==> config.mk <==
export PLATFORM = sky130hd
export DESIGN_NAME = in_fifo_push_arb
export DESIGN_NICKNAME = d
export VERILOG_FILES = /design/src/rtl/in_fifo_push_arb.sv
export SDC_FILE = /design/constraint.sdc
export NUM_CORES = 1
export LEC_CHECK = 0
export ABC_AREA = 1
export BUFFER_PORTS_ARGS = -buffer_cell sky130_fd_sc_hd__buf_2
export CAP_MARGIN = 20
export CORE_ASPECT_RATIO = 1.2
export CORE_MARGIN = 3
export CORE_UTILIZATION = 40
export CTS_BUF_LIST = sky130_fd_sc_hd__clkbuf_4
export CTS_CLUSTER_SIZE = 40
export DETAILED_ROUTE_END_ITERATION = 8
export GPL_ROUTABILITY_DRIVEN = 0
export PLACE_DENSITY_LB_ADDON = 0.25
export RECOVER_POWER = 50
export SLEW_MARGIN = 5
export SYNTH_ARGS = -nofsm -noshare
export SYNTH_HDL_FRONTEND = slang
export SYNTH_SLANG_ARGS = --single-unit
export TNS_END_PERCENT = 100
==> constraint.sdc <==
create_clock -name clk -period 3.47 [get_ports clk]
set_input_delay 0 -clock clk [delete_from_list [all_inputs] [get_ports clk]]
set_output_delay 0 -clock clk [all_outputs]
set_load 0.05 [all_outputs]
==> src/rtl/in_fifo_push_arb.sv <==
// rtl/in_fifo_push_arb.sv - round-robin, burst-locked arbiter for the input FIFO push port
// Shares one push port between DMA and CPU; never pushes into a full FIFO.
module in_fifo_push_arb #(
   parameter int DATA_W    = 32,
   parameter int MAX_BURST = 16,
   parameter int CNT_W     = 16
) (
   input  logic              clk,
   input  logic              rst_n,
   input  logic              dma_valid,
   input  logic [DATA_W-1:0] dma_data,
   input  logic              dma_last,
   output logic              dma_ready,
   input  logic              cpu_valid,
   input  logic [DATA_W-1:0] cpu_data,
   input  logic              cpu_last,
   output logic              cpu_ready,
   input  logic              fifo_full,
   output logic              fifo_push,
   output logic [DATA_W-1:0] fifo_wdata,
   input  logic              clear_stats,
   output logic [1:0]        owner,
   output logic [CNT_W-1:0]  dma_beats,
   output logic [CNT_W-1:0]  cpu_beats,
   output logic [CNT_W-1:0]  stall_cycles
);

   // Encoding doubles as the owner code seen by software.
   typedef enum logic [1:0] {
      IDLE    = 2'b00,
      GNT_DMA = 2'b01,
      GNT_CPU = 2'b10
   } state_t;

   localparam logic [8:0] MAX_B = 9'(MAX_BURST);

   state_t            state, state_nxt;
   logic              last_owner, last_owner_nxt;   // 1 = CPU owned last
   logic [7:0]        beat_cnt, beat_cnt_nxt;
   logic              sel_valid, sel_last, accept, stall, burst_done;
   logic [DATA_W-1:0] sel_data;

   always_comb begin
      sel_valid = 1'b0;
      sel_last  = 1'b0;
      sel_data  = '0;
      dma_ready = 1'b0;
      cpu_ready = 1'b0;
      case (state)
         GNT_DMA: begin
            sel_valid = dma_valid;
            sel_last  = dma_last;
            sel_data  = dma_data;
            dma_ready = !fifo_full;
         end
         GNT_CPU: begin
            sel_valid = cpu_valid;
            sel_last  = cpu_last;
            sel_data  = cpu_data;
            cpu_ready = !fifo_full;
         end
         default: ;
      endcase
   end

   assign accept     = sel_valid & !fifo_full;
   assign stall      = sel_valid & fifo_full;
   assign burst_done = accept && (({1'b0, beat_cnt} + 9'd1) == MAX_B);
   assign fifo_push  = accept;
   assign fifo_wdata = sel_data;
   assign owner      = state;

   always_comb begin
      state_nxt      = state;
      last_owner_nxt = last_owner;
      beat_cnt_nxt   = beat_cnt;
      case (state)
         IDLE: begin
            if (dma_valid && (!cpu_valid || last_owner)) begin
               state_nxt      = GNT_DMA;
               last_owner_nxt = 1'b0;
               beat_cnt_nxt   = 8'd0;
            end else if (cpu_valid) begin
               state_nxt      = GNT_CPU;
               last_owner_nxt = 1'b1;
               beat_cnt_nxt   = 8'd0;
            end
         end
         GNT_DMA, GNT_CPU: begin
            if (accept)
               beat_cnt_nxt = beat_cnt + 8'd1;
            // A full FIFO holds the grant; only withdraw, last or burst cap release it.
            if (!sel_valid || (accept && (sel_last || burst_done)))
               state_nxt = IDLE;
         end
         default: state_nxt = IDLE;
      endcase
   end

   always_ff @(posedge clk or negedge rst_n) begin
      if (!rst_n) begin
         state      <= IDLE;
         last_owner <= 1'b1;
         beat_cnt   <= 8'd0;
      end else begin
         state      <= state_nxt;
         last_owner <= last_owner_nxt;
         beat_cnt   <= beat_cnt_nxt;
      end
   end

   always_ff @(posedge clk or negedge rst_n) begin
      if (!rst_n) begin
         dma_beats    <= '0;
         cpu_beats    <= '0;
         stall_cycles <= '0;
      end else if (clear_stats) begin
         dma_beats    <= '0;
         cpu_beats    <= '0;
         stall_cycles <= '0;
      end else begin
         if (accept && state == GNT_DMA)
            dma_beats <= dma_beats + CNT_W'(1);
         if (accept && state == GNT_CPU)
            cpu_beats <= cpu_beats + CNT_W'(1);
         if (stall && stall_cycles != '1)
            stall_cycles <= stall_cycles + CNT_W'(1);
      end
   end

endmodule

==> impl_results.md <==
- Outcome: finished with violations
- Failing checks: capacitance limit, slew limit
- Met3 Resource Use GR: 0.0544
- Final setup fails: 0
- Top cell type's share of synthesized area: 0.359
- Static leakage: around 0.0023 µW
- Port bufs: about 160
- Most numerous cell in the Yosys netlist: nand2_1
- Synth Area in Simple Gates: 0.378
- Width of the die: between 90 and 100 µm
- Total Neg Setup Slack: 0 ps
- Grt met2 use: 0.373
- CP Class: register to output pin
- M1 GR Usage: 0.236
- Antenna-violating nets left: 0
- Synth cell count leaders: 180 x nand2_1, 61 x nor2_1, 58 x dfrtp_1, 50 x a21oi_1, 49 x inv_1
- Layout cell share with drive strength beyond 1: 0.233
- Mapped Area: 4040 µm²
- Slowest-stage cell, CP: inv_1
- GR peak layer: met2
- Maximum vdd drop: about 220 µV
- Unrepaired setup endpoints after global routing: false
- Clock Sinks: 59
- Core box area: 9710 µm²
- Final Max Slew Viols: 29
- Main combinational cell family by area after synthesis: simple AND/OR/NAND/NOR gates
- Max H-tree Level: 3
- Starting Density: 0.416
- Crit path max-delay family: buffers and inverters
- Post-synthesis mux area share: 0
- Mean Syn Cell Area: 6.88 µm²
- Fin crit share: 0.715
- Clock-pin slew on the worst setup and hold paths: 100 ps
- Drt pass-1 iters: 6
- Post-DP HPWL: between 9000 and 10000 µm
- Clock latency on the worst-skew pair: roughly 400 ps
- Peak Freq: slightly above 400 MHz
- Routed len/inst: 13.8 µm
- Cells after synthesis: between 500 and 600
- Ys flop type: dfrtp_1
- Wirelength, routed: ~12000 µm
- Synth Area in Adders: 0.0217
- Cts bufs inserted: 9
- Critical Path Most Common Cell: inv_1
- Xor/xnor share of the synthesized area: 0.0217
- Ant. Diodes: 0
- Power per Cell Area: 491 nW/µm²
- Least-Margin Pin Slew: 1530 ps
- Vias in the first global route: between 4000 and 5000
- Total GRT Usage: 0.211
- Critical Path End Type: output pin
- First-pass GRT wire length: between 15000 and 20000 µm
- Io pins: 157
- Final hold vios: 0
- Routed via count: between 4000 and 5000
- Number of synthesized flops with an enable pin: 0
- DRC errors left: 0
- Nature of the critical path startpoint: register
- First DRT Iteration DRCs: ~270
- Complex-gate fraction of the synthesized area: 0.132
- Std cell rows: 39
- Sequential area share after synthesis: 0.366
- Min Tclk post-route: between 2000 and 2500 ps
- Largest cells by area after synthesis: dfrtp_1 36%, nand2_1 17%, a21oi_1 6.2%
- Layout Skew: between 10 and 15 ps
- Syn Nets: approximately 670
- Power Total: between 2000 and 2500 µW
- Synth unique cells: 40
- Area delta synth->final: 24.5%
- Number of max-cap violations: 1
- Arr. time, crit path: 2480 ps
- Synth area leader: dfrtp_1
- Die Ht: 116 µm
- Yosys warnings: 0
- Seq cells post-synth: a little under 60
- Crit path cell chain: inv_1 -> ha_1 -> inv_1 -> a21oi_1 -> buf_2
- CP max FO: 33
- # nets final: ~820
- Worst Path Buf+Inv: 3
- CTS tree: done
- Clock buffer depth: 2
- GRT Residual Overflow: 0
- Critical path required time: roughly 3500 ps
- Vias per cell: 5.14
- Root buffer cell: clkbuf_4
- HP Class: input pin to register
- Number of antenna violations at the first check in global routing: 0
- Worst slew margin: -0.0223
- Setup Buffers After CTS: 0
- Max incr delay on CP: 710 ps
- Largest net degree at the start of global routing: 35
- FFs w/ async S/R, synth: 1.00
- Die ar.: between 10000 and 15000 µm²
==> final timing paths <==
kind | start | endpoint | slack, ps | cells after the start
max | owner[0] | fifo_wdata[3] | 990 | 5
min | cpu_valid | last_owner | 30 | 3
max reg2reg | owner[0] | cpu_beats[13] | 1240 | 12
min reg2reg | last_owner | last_owner | 480 | 2
max in group asynchronous | rst_n | beat_cnt[3] | 1440 | 3
min in group asynchronous | rst_n | stall_cycles[1] | 480 | 2
==> cells by family (layout without fill, tap and decap cells) <==
family,count (synthesis),in the layout
simple gates,339,339
compound gates,94,94
buf+inv,79,241
flops,59,59
xor+xnor,10,10
fa+ha+maj,7,7
==> layout by cell type, fill, tap and decap left out, drive strengths merged, types with 4 or more instances in the layout <==
cell / instances
nor2: 68
nand3: 43
nand2: 186
dfrtp: 58
o31ai: 5
xor2: 9
inv: 60
o21ai: 36
a21oi: 50
nand4: 21
ha: 7
clkbuf: 53
nor3: 16
buf: 117
clkinv: 5
dlygate4sd3: 4
==> final cells by class <==
cell class | count | area (µm²)
Inverter | 61 | 239
Timing Repair Buffer | 164 | 796
Multi-Input combinational cell | 450 | 2240
Clock inverter | 6 | 56.3
Fill cell | 992 | 4680
Clock buffer | 10 | 75.1
Tap cell | 123 | 154
Sequential cell | 59 | 1480
==> sequential cells by signal (all words and copies together) (netlist names) <==
name,cells
dma_beats,16
last_owner,1
cpu_beats,16
stall_cycles,16
beat_cnt,8
owner,2
==> worst reg2reg max path, stage by stage (launching register included) <==
cell and delay [ps]:
dfrtp_1 430, inv_1 90, ha_1 140, buf_4 310, inv_2 100, o22ai_4 170, nand2_4 130, inv_2 70
nand2_2 160, nand2_2 230, inv_1 140, nand2_1 80, o31ai_1 60
==> stage by stage <==
| step | cells | utilization | setup WS [ps] | instance area (µm²) | hold slack (ps) |
|---|---|---|---|---|---|
| 6_report | 873 | 0.518 | 988 | 5030 | 29.3 |
| 5_1_grt | 873 | 0.518 | 752 | 5030 | 50.6 |
| 4_1_cts | 873 | 0.524 | 921 | 5090 | 2.67 |
| 3_5_place_dp | 853 | 0.507 | 1260 | 4920 | 71.1 |
| 3_3_place_gp | 853 | 0.507 | 1360 | 4920 | 53.9 |
| 2_1_floorplan | 588 | - | 851 | 4040 | -296 |
==> power by group <==
part	total [µW]	internal, µW	switching (µW)	leakage, µW
registers	738	715	23.6	0.000818
logic	1250	267	980	0.00145
clock network	488	222	266	0.0000736
total	2470	1200	1270	0.00234
==> per-layer routing <==
metal  part of all wire  up-vias
met5                  0        -
met4              0.039        0
met3              0.072       31
met2               0.49      183
met1               0.40     2029
li1                   -     2242
==> repair_timing <==
item,CTS,global route
hold endpoints to repair,38,0
hold buffers,4,0
gates resized for setup,0,0
No activity file was read; power rests on OpenSTA's default activity.
